File: config.mk
export PLATFORM = sky130hd
export DESIGN_NAME = madd_err_accum
export DESIGN_NICKNAME = d
export VERILOG_FILES = /design/src/rtl/madd_eval_pkg.sv /design/src/rtl/madd_err_metric.sv /design/src/rtl/madd_err_accum.sv
export SDC_FILE = /design/constraint.sdc
export NUM_CORES = 1
export LEC_CHECK = 0
export ABC_AREA = 0
export BUFFER_PORTS_ARGS = -buffer_cell sky130_fd_sc_hd__clkbuf_2
export CORE_AREA = 8 8 193 140
export CTS_CLUSTER_DIAMETER = 60
export DETAILED_ROUTE_END_ITERATION = 16
export DIE_AREA = 0 0 201 148
export GPL_ROUTABILITY_DRIVEN = 0
export GPL_TIMING_DRIVEN = 0
export SKIP_LAST_GASP = 1
export SYNTH_ARGS = -nofsm -noshare
export SYNTH_HDL_FRONTEND = slang
export SYNTH_HIERARCHICAL = 1
export SYNTH_SLANG_ARGS = --single-unit
export TNS_END_PERCENT = 30
File: constraint.sdc
create_clock -name clk -period 7.6 [get_ports clk]
set_input_delay 1.14 -clock clk [delete_from_list [all_inputs] [get_ports clk]]
set_output_delay 1.14 -clock clk [all_outputs]
set_load 0.01 [all_outputs]
File: src/rtl/madd_eval_pkg.sv
// Shared definitions for the multiply-add error evaluator: widths, FSM state codes and the
// golden model of the datapath under evaluation.
package madd_eval_pkg;

  localparam int unsigned OpW  = 6;
  localparam int unsigned ResW = 12;

  typedef logic [1:0] madd_state_t;

  localparam madd_state_t StIdle  = 2'd0;
  localparam madd_state_t StRun   = 2'd1;
  localparam madd_state_t StDrain = 2'd2;
  localparam madd_state_t StDone  = 2'd3;

  // a*b + c is at most 63*63+63 = 4032, so ResW bits always hold it exactly.
  function automatic logic [ResW-1:0] exact_madd(input logic [OpW-1:0] a,
                                                  input logic [OpW-1:0] b,
                                                  input logic [OpW-1:0] c);
    return ResW'(a) * ResW'(b) + ResW'(c);
  endfunction

endpackage

File: src/rtl/madd_err_metric.sv
// Combinational error metrics for one result: absolute difference and Hamming distance
// between the result under evaluation and the exact result.
module madd_err_metric
  import madd_eval_pkg::*;
(
  input  logic [ResW-1:0] res_i,
  input  logic [ResW-1:0] exact_i,
  output logic [ResW-1:0] abs_diff_o,
  output logic [3:0]      ham_o
);

  logic signed [ResW:0] diff;
  logic [ResW-1:0]      flips;

  // Signed subtract one bit wider than the operands, then take the magnitude.
  always_comb begin
    diff       = $signed({1'b0, res_i}) - $signed({1'b0, exact_i});
    abs_diff_o = diff[ResW] ? ResW'(-diff) : diff[ResW-1:0];
    flips      = res_i ^ exact_i;
    ham_o      = '0;
    for (int i = 0; i < ResW; i++) begin
      ham_o = ham_o + {3'b000, flips[i]};
    end
  end

endmodule

File: src/rtl/madd_err_accum.sv
// Error accumulator for a multiply-add datapath under test. Accepts N_SAMPLES operand/result
// pairs per run, recomputes the exact result and accumulates mismatch count, saturating
// absolute-error sum, maximum absolute error and maximum Hamming distance.
module madd_err_accum
  import madd_eval_pkg::*;
#(
  parameter int unsigned N_SAMPLES = 262144,
  parameter int unsigned CNT_W     = 19,
  parameter int unsigned SUM_W     = 32
) (
  input  logic             clk,
  input  logic             rst_n,
  input  logic             start,
  input  logic             s_valid,
  output logic             s_ready,
  input  logic [OpW-1:0]   s_a,
  input  logic [OpW-1:0]   s_b,
  input  logic [OpW-1:0]   s_c,
  input  logic [ResW-1:0]  s_res,
  output logic             busy,
  output logic             done,
  output logic [CNT_W-1:0] err_cnt,
  output logic [SUM_W-1:0] err_sum,
  output logic [ResW-1:0]  err_max,
  output logic [3:0]       ham_max
);

  madd_state_t state_q, state_d;
  logic [CNT_W-1:0] acc_cnt_q, acc_cnt_d;

  logic accept, run_start, last_accept;

  // Stage 1: exact result and captured result.
  logic            v1_q;
  logic [ResW-1:0] exact1_q, res1_q;
  // Stage 2: per-sample error metrics.
  logic            v2_q;
  logic [ResW-1:0] d2_q, d_c;
  logic [3:0]      h2_q, h_c;

  logic [CNT_W-1:0] err_cnt_q, err_cnt_d;
  logic [SUM_W-1:0] err_sum_q, err_sum_d;
  logic [SUM_W:0]   sum_ext;
  logic [ResW-1:0]  err_max_q, err_max_d;
  logic [3:0]       ham_max_q, ham_max_d;

  assign s_ready     = (state_q == StRun);
  assign busy        = (state_q == StRun) || (state_q == StDrain);
  assign done        = (state_q == StDone);
  assign accept      = s_valid && s_ready;
  // start is only honoured when no run is in flight.
  assign run_start   = start && ((state_q == StIdle) || (state_q == StDone));
  assign last_accept = accept && (acc_cnt_q == CNT_W'(N_SAMPLES - 1));

  assign err_cnt = err_cnt_q;
  assign err_sum = err_sum_q;
  assign err_max = err_max_q;
  assign ham_max = ham_max_q;

  madd_err_metric u_metric (
    .res_i      (res1_q),
    .exact_i    (exact1_q),
    .abs_diff_o (d_c),
    .ham_o      (h_c)
  );

  // Run sequencing: RUN until the last accept, DRAIN until the pipeline is empty.
  always_comb begin
    state_d = state_q;
    case (state_q)
      StIdle, StDone: if (start) state_d = StRun;
      StRun:          if (last_accept) state_d = StDrain;
      StDrain:        if (!v1_q && !v2_q) state_d = StDone;
      default:        state_d = StIdle;
    endcase
  end

  // Accept counter, cleared at the start of every run.
  always_comb begin
    acc_cnt_d = acc_cnt_q;
    if (run_start) begin
      acc_cnt_d = '0;
    end else if (accept) begin
      acc_cnt_d = acc_cnt_q + 1'b1;
    end
  end

  // Metric accumulation from stage 2; the sum clamps instead of wrapping.
  always_comb begin
    sum_ext   = {1'b0, err_sum_q} + (SUM_W + 1)'(d2_q);
    err_cnt_d = err_cnt_q;
    err_sum_d = err_sum_q;
    err_max_d = err_max_q;
    ham_max_d = ham_max_q;
    if (run_start) begin
      err_cnt_d = '0;
      err_sum_d = '0;
      err_max_d = '0;
      ham_max_d = '0;
    end else if (v2_q) begin
      err_cnt_d = err_cnt_q + CNT_W'(d2_q != '0);
      err_sum_d = sum_ext[SUM_W] ? '1 : sum_ext[SUM_W-1:0];
      err_max_d = (d2_q > err_max_q) ? d2_q : err_max_q;
      ham_max_d = (h2_q > ham_max_q) ? h2_q : ham_max_q;
    end
  end

  // Control state and accumulators.
  always_ff @(posedge clk or negedge rst_n) begin
    if (!rst_n) begin
      state_q   <= StIdle;
      acc_cnt_q <= '0;
      err_cnt_q <= '0;
      err_sum_q <= '0;
      err_max_q <= '0;
      ham_max_q <= '0;
    end else begin
      state_q   <= state_d;
      acc_cnt_q <= acc_cnt_d;
      err_cnt_q <= err_cnt_d;
      err_sum_q <= err_sum_d;
      err_max_q <= err_max_d;
      ham_max_q <= ham_max_d;
    end
  end

  // Two-stage evaluation pipeline; it never stalls, data only moves with valid.
  always_ff @(posedge clk or negedge rst_n) begin
    if (!rst_n) begin
      v1_q     <= 1'b0;
      exact1_q <= '0;
      res1_q   <= '0;
      v2_q     <= 1'b0;
      d2_q     <= '0;
      h2_q     <= '0;
    end else begin
      v1_q <= accept;
      v2_q <= v1_q;
      if (accept) begin
        exact1_q <= exact_madd(s_a, s_b, s_c);
        res1_q   <= s_res;
      end
      if (v1_q) begin
        d2_q <= d_c;
        h2_q <= h_c;
      end
    end
  end

endmodule

==> results of run 1 <==
[kinds of logic (layout without fill, tap and decap cells)]
| logic type | after synthesis | after routing |
|---|---|---|
| compound gates | 188 | 188 |
| xor+xnor | 68 | 68 |
| fa+ha+maj | 111 | 111 |
| buf+inv | 113 | 248 |
| flops | 130 | 130 |
| mux | 34 | 34 |
| simple gates | 349 | 349 |
[flip-flops by register name, indices dropped and copies added (netlist names)]
| signal | cells |
|---|---|
| err_sum | 32 |
| v2_q | 1 |
| res1_q | 12 |
| err_cnt | 19 |
| d2_q | 12 |
| acc_cnt_q | 19 |
| state_q | 2 |
| h2_q | 4 |
| ham_max | 4 |
| err_max | 12 |
| exact1_q | 12 |
| v1_q | 1 |
[report_power, final]
part | internal (mW) | switching [mW] | total, mW
clock | 0.499 | 0.325 | 0.824
combinational | 1.55 | 2.01 | 3.56
sequential | 0.883 | 0.194 | 1.08
[metrics by stage]
step	cell area, um^2	std cells
6_report	11000	1453
5_1_grt	11000	1453
4_1_cts	11000	1453
3_5_place_dp	10400	1422
3_3_place_gp	10300	1421
2_1_floorplan	9420	993
[synthesized netlist by cell type (all sizes together) (18+ instances only)]
master,count
xor2,40
xnor2,28
a21oi,36
fa,29
and2,33
dfrtp,130
clkbuf,20
mux2i,21
ha,82
inv,80
a21o,20
nor2,68
nor3,18
nand2,128
nand3,26
o21ai,37
[worst max-delay path, delay by kind of cell]
family                     cells  cell delay [ns]
AOI/OAI and AO/OA              3             0.61
buffers and inverters          5             0.33
adders and majority gates      5             2.26
and+or+nand+nor                2             0.53
xor gates and xnor gates       1             0.15
[metal layers]
metal / GRT usage, % / part of all wire [%]
met1: 23.8 / 52
met3: 4.13 / 6.2
met5: 0 / 0
met2: 22.1 / 41
met4: 3.60 / 0.66
[cell usage in the layout, fill, tap and decap left out, types with 5 or more instances in the layout]
cell         n
and2_1      32
mux2_2      13
nor2_1      68
mux2i_1     21
and4_1       6
buf_1        7
o221a_2     11
nand3_1     26
ha_1        82
clkbuf_1    16
nor4_1       8
and3_1      15
clkbuf_2   102
clkbuf_8     7
dfrtp_1    130
o21ai_0     35
a21oi_1     35
xor2_1      39
nand2_1    127
o21a_1       8
nor3_1      18
xnor2_1     28
nand4_1     16
inv_1       80
a31oi_1     13
o211ai_1     5
a21o_1      19
fa_1        29
a211o_1      5
clkbuf_16   17
a211oi_1     7
[cell type report]
| class | instances | area share [%] |
|---|---|---|
| buffer | 33 | 1.79 |
| inverter | 80 | 2.74 |
| tap | 325 | 3.71 |
| timing repair buffer | 104 | 5.03 |
| sequential | 130 | 29.7 |
| clock inverter | 12 | 1.21 |
| multi-input combinational | 750 | 51.7 |
| clock buffer | 19 | 4.13 |
[path summary, 6_finish.rpt]
kind	start	end	slack (ns)
min in group asynchronous	rst_n	err_sum[31]	0.67
max	s_b[2]	exact1_q[11]	2.87
max reg2reg	res1_q[0]	h2_q[2]	3.40
min reg2reg	v1_q	v2_q	0.44
max in group asynchronous	rst_n	res1_q[6]	6.17
min	v1_q	v2_q	0.44
==> results.json, run 1 <==
{
  "synthMuxAreaShare_pct": 3.79,
  "rr_worst_depth": 13,
  "p_leak_nw": 5.32,
  "arrival_ns": 5.01,
  "timing.hold.ws_ns": 0.439,
  "hold_viol_final": 0,
  "layout-drive-gt1-share_pct": 17.4,
  "post-route-drc-count": 0,
  "ios": 104,
  "area_delta_synth_final_pct": 16.4,
  "viasPerCell": 5.22,
  "min_path_type": "register to register",
  "synth.net_count": 1138,
  "cts_buffers": 17,
  "antenna_found_initial": 0,
  "core-area_um2": 24100,
  "synth.distinct_cells": 81,
  "seqCellArea_um2": 3250,
  "ys_seq_elements": 130,
  "fin_tns_setup_ns": 0,
  "dp_hpwl_um": 17900,
  "finalCritPeriodShare_pct": 62.2,
  "cp_cell_sequence": "clkbuf_2 -> and2_1 -> fa_1 -> inv_1 -> fa_1 -> inv_1 -> fa_1 -> inv_1 -> fa_1 -> inv_1 -> ha_1 -> nor4_1 -> o21ai_0 -> a41oi_1 -> xnor2_1 -> o21ai_0",
  "final.setup.worst_slack_ns": 2.87,
  "worstHoldPathCells": 0,
  "setup_viol": 0,
  "drt_iter0_markers": 438,
  "multi_input_area_um2": 5670,
  "startpoint_type": "input port",
  "h-tree-depth": 4,
  "ir_drop_mv": 0.392,
  "grt_first_pass_wirelength_um": 38600,
  "max_slew_margin_pct": 44.8,
  "synth_area_per_cell_um2": 9.49,
  "cts_tree": "done",
  "netlist_area_um2": 9420,
  "hold_buffers": 0,
  "synth_edf_count": 0,
  "fill_cells": 2324,
  "die-area_um2": 29700,
  "yosys.area_share.simple_pct": 18.1,
  "clk_latency_ns": 0.42,
  "grt_pass1_vias": 7353,
  "slew_viol_final": 0,
  "worstSetupPathType": "input port to register",
  "yosysTopAreaCell": "dfrtp_1",
  "final.setup_skew_ns": 0.00943,
  "grt_max_degree": 78,
  "dr.pass1.iters": 5,
  "period_needed_ns": 4.73,
  "synth_xor_area_share_pct": 6.40,
  "ctsResizeCount": 0,
  "async_flop_share_pct": 100,
  "post_cts_buffers": 0,
  "antenna_cells": 0,
  "fmax_mhz": 212,
  "rsz0062_at_grt": "false",
  "cpPeakStageDelay_ns": 0.53,
  "ant_nets": 0,
  "total_power_mw": 5.46,
  "synth_compound_area_share_pct": 14.8,
  "synth_ff_type": "dfrtp_1",
  "dieHeight_um": 148,
  "cts.sinks": 130,
  "start_util_pct": 39.1,
  "ctsRootBufferMaster": "clkbuf_16",
  "io_buffers": 103,
  "track_usage_pct": 15.8,
  "ys_warn_count": 6,
  "vias": 7590,
  "cp-end-kind": "register",
  "status": "completed",
  "syn_inst": 993,
  "rows": 48,
  "critPathRequiredTime_ns": 7.89,
  "clk_pin_slew_ns": 0.06,
  "slowest_stage": "fa_1",
  "final_nets": 1261,
  "cts.path.max_buffers": 2,
  "die_w_um": 201,
  "post-route-util_pct": 45.5,
  "drt_wl_total_um": 23400,
  "synth_top_area_share_pct": 34.5,
  "ys_top_cells_by_area": "dfrtp_1, ha_1, fa_1",
  "power_density_nw_per_um2": 498,
  "synth_top_family_by_area": "simple AND/OR/NAND/NOR gates",
  "crit_path_max_fanout": 6,
  "worst_pin_slew_ns": 0.822,
  "synthAdderAreaFrac_pct": 17.1,
  "overflow": 0,
  "place_ws_ns": 2.43,
  "wire_per_inst_um": 16.1,
  "yosysSeqAreaShare_pct": 34.5,
  "cap_violations": 0
}
No activity file was read; power rests on OpenSTA's default activity.
==> inputs of run 2 (changes only) <==
ABC_AREA = 1   (was 0)
CORE_AREA = 8 8 202 146   (was 8 8 193 140)
DIE_AREA = 0 0 210 154   (was 0 0 201 148)
clock period = 3.9 ns   (was 7.6 ns; I/O delays follow)
==> run 2 against run 1 <==
Effect of this change: core utilization increased by 0.33 points; sequential power increased by 92%; critical path type is now register to register; global-route usage increased by 1.9 points; highest routed layer unchanged; setup slack got worse by 2.8 ns; sequential share of layout area decreased by 2.7 points; final cell count increased by 36%; flip-flop and latch count unchanged.
==> results.json, run 2 <==
{
  "slew_viol_final": 0,
  "h-tree-depth": 4,
  "clk_latency_ns": 0.43,
  "yosysTopAreaCell": "dfrtp_1",
  "wire_per_inst_um": 14.4,
  "crit_buf_inv": 4,
  "cts.sinks": 130,
  "seqCellArea_um2": 3250,
  "synth_area_per_cell_um2": 7.05,
  "startpoint_type": "register",
  "min_path_type": "input port to asynchronous set/reset pin",
  "ctsRootBufferMaster": "clkbuf_16",
  "cp-end-kind": "register",
  "cts.path.max_buffers": 2,
  "area_delta_synth_final_pct": 16.5,
  "viasPerCell": 4.86,
  "dr.pass1.iters": 5,
  "multi_input_area_um2": 6210,
  "fmax_mhz": 264,
  "grt_first_pass_wirelength_um": 46900,
  "cts_tree": "done",
  "antenna_found_initial": 0,
  "core-area_um2": 26300,
  "cap_violations": 0,
  "p_leak_nw": 6.61,
  "ys_top_cells_by_area": "dfrtp_1, nand2_1, ha_1",
  "drt_wl_total_um": 28400,
  "power_density_nw_per_um2": 865,
  "layout-drive-gt1-share_pct": 12.9,
  "syn_inst": 1469,
  "yosysSeqAreaShare_pct": 31.4,
  "drt_iter0_markers": 644,
  "async_flop_share_pct": 100,
  "ir_drop_mv": 0.582,
  "die-area_um2": 32300,
  "largest_register_ffs": 32,
  "track_usage_pct": 17.7,
  "post_cts_buffers": 0,
  "rsz0062_at_grt": "true",
  "crit_top_cell": "fa_1",
  "netlist_area_um2": 10400,
  "worst_pin_slew_ns": 0.776,
  "final.setup_skew_ns": 0.0171,
  "yosysMostFrequentCell": "nand2_1",
  "overflow": 0,
  "die_w_um": 210,
  "synth_ff_type": "dfrtp_1",
  "io_buffers": 103,
  "synth_top_area_share_pct": 31.4,
  "cp_cell_sequence": "inv_2 -> ha_4 -> fa_1 -> inv_1 -> fa_1 -> inv_2 -> fa_1 -> fa_1 -> inv_1 -> ha_2 -> fa_2 -> xor2_1 -> nand2_1 -> nand2_1",
  "fin_cells": 1969,
  "status": "completed",
  "critPathRequiredTime_ns": 4.21,
  "slowest_stage": "fa_1",
  "layout_common_cells": "nand2_1, inv_1, dfrtp_1",
  "timing.hold.ws_ns": 0.0854,
  "ys_warn_count": 6,
  "clk_pin_slew_ns": 0.07,
  "period_needed_ns": 3.78,
  "hold_viol_final": 0,
  "post-route-drc-count": 0,
  "dieHeight_um": 154,
  "grt_max_degree": 84,
  "dp_hpwl_um": 22500,
  "vias": 9574,
  "grt_pass1_vias": 9137,
  "fill_cells": 2708,
  "synth_edf_count": 0,
  "finalCritPeriodShare_pct": 97.0,
  "rows": 50,
  "cts_buffers": 17,
  "dpl.cell_count": 1937,
  "setup_viol": 0,
  "final_nets": 1737,
  "ys_seq_elements": 130,
  "antenna_cells": 0,
  "synth_common_cells": "nand2_1, inv_1, dfrtp_1, nand3_1, ha_1",
  "cpLargestDelayFamily": "adder cells",
  "hold_buffers": 0,
  "ios": 104,
  "layout_commonest_cell": "nand2_1",
  "worstSetupPathType": "register to register",
  "synth.net_count": 1614,
  "synth.distinct_cells": 48,
  "cpPeakStageDelay_ns": 0.55,
  "ant_nets": 0,
  "crit_path_max_fanout": 3,
  "arrival_ns": 4.10,
  "start_util_pct": 39.3,
  "max_slew_margin_pct": 48.1
}
## run 2: metrics by stage
step           util [%]  TNS [ns]  power, mW  setup slack, ns  instance area (um^2)
2_1_floorplan         -         0       6.85           0.0206                 10400
3_3_place_gp       43.1     -1.68       8.49           -0.351                 11300
3_5_place_dp       43.2     -2.03       8.65           -0.404                 11400
4_1_cts            45.8         0       10.5           0.0301                 12100
5_1_grt            45.9   -0.0489       11.7          -0.0260                 12100
6_report           45.9         0       10.4            0.118                 12100
## run 2: kinds of logic (layout without fill, tap and decap cells)
family,after synthesis,count (layout),synth area share [%]
and+or+nand+nor,799,799,33.9
buffers and inverters,265,401,9.77
AOI/OAI and AO/OA,136,136,7.06
DFF,130,130,31.4
adders and majority gates,111,111,15.5
xor gates and xnor gates,28,28,2.37
## run 2: path summary, 6_finish.rpt
check	start	endpoint	slack, ns	cells past startpoint
worst min register to register	v1_q	v2_q	0.39	0
max in group asynchronous	rst_n	res1_q[1]	3.03	2
worst max register to register	res1_q[0]	h2_q[2]	0.12	14
min in group clk	s_res[10]	res1_q[10]	0.35	3
worst min-delay path	rst_n	err_cnt[7]	0.09	1
worst max-delay path	res1_q[0]	h2_q[2]	0.12	14
## run 2: timing repair
item	4_1_cts	5_1_grt
pin swaps	1	5
setup endpoints to repair	2	6
resized for setup	14	10
## run 2: area by class of cell
cell class                 count  area share [%]
multi-input combinational   1074            51.4
sequential                   130            26.9
inverter                     242            7.54
timing repair buffer         104            4.57
tap                          364            3.77
clock buffer                  17            3.52
clock inverter                15            1.41
buffer                        23           0.839
## run 2: power breakdown
| group | switching (mW) | internal (mW) |
|---|---|---|
| logic | 4.18 | 2.56 |
| clock network | 0.692 | 0.960 |
| registers | 0.355 | 1.71 |
| total | 5.22 | 5.23 |
## run 2: per-layer routing
layer | vias up | share of wire, % | GRT usage (%)
met1 | 4412 | 51 | 26.2
met3 | 24 | 5.7 | 3.68
met4 | 0 | 1.0 | 4.15
met2 | 220 | 42 | 26.0
li1 | 4918 | - | -
met5 | - | 0 | 0
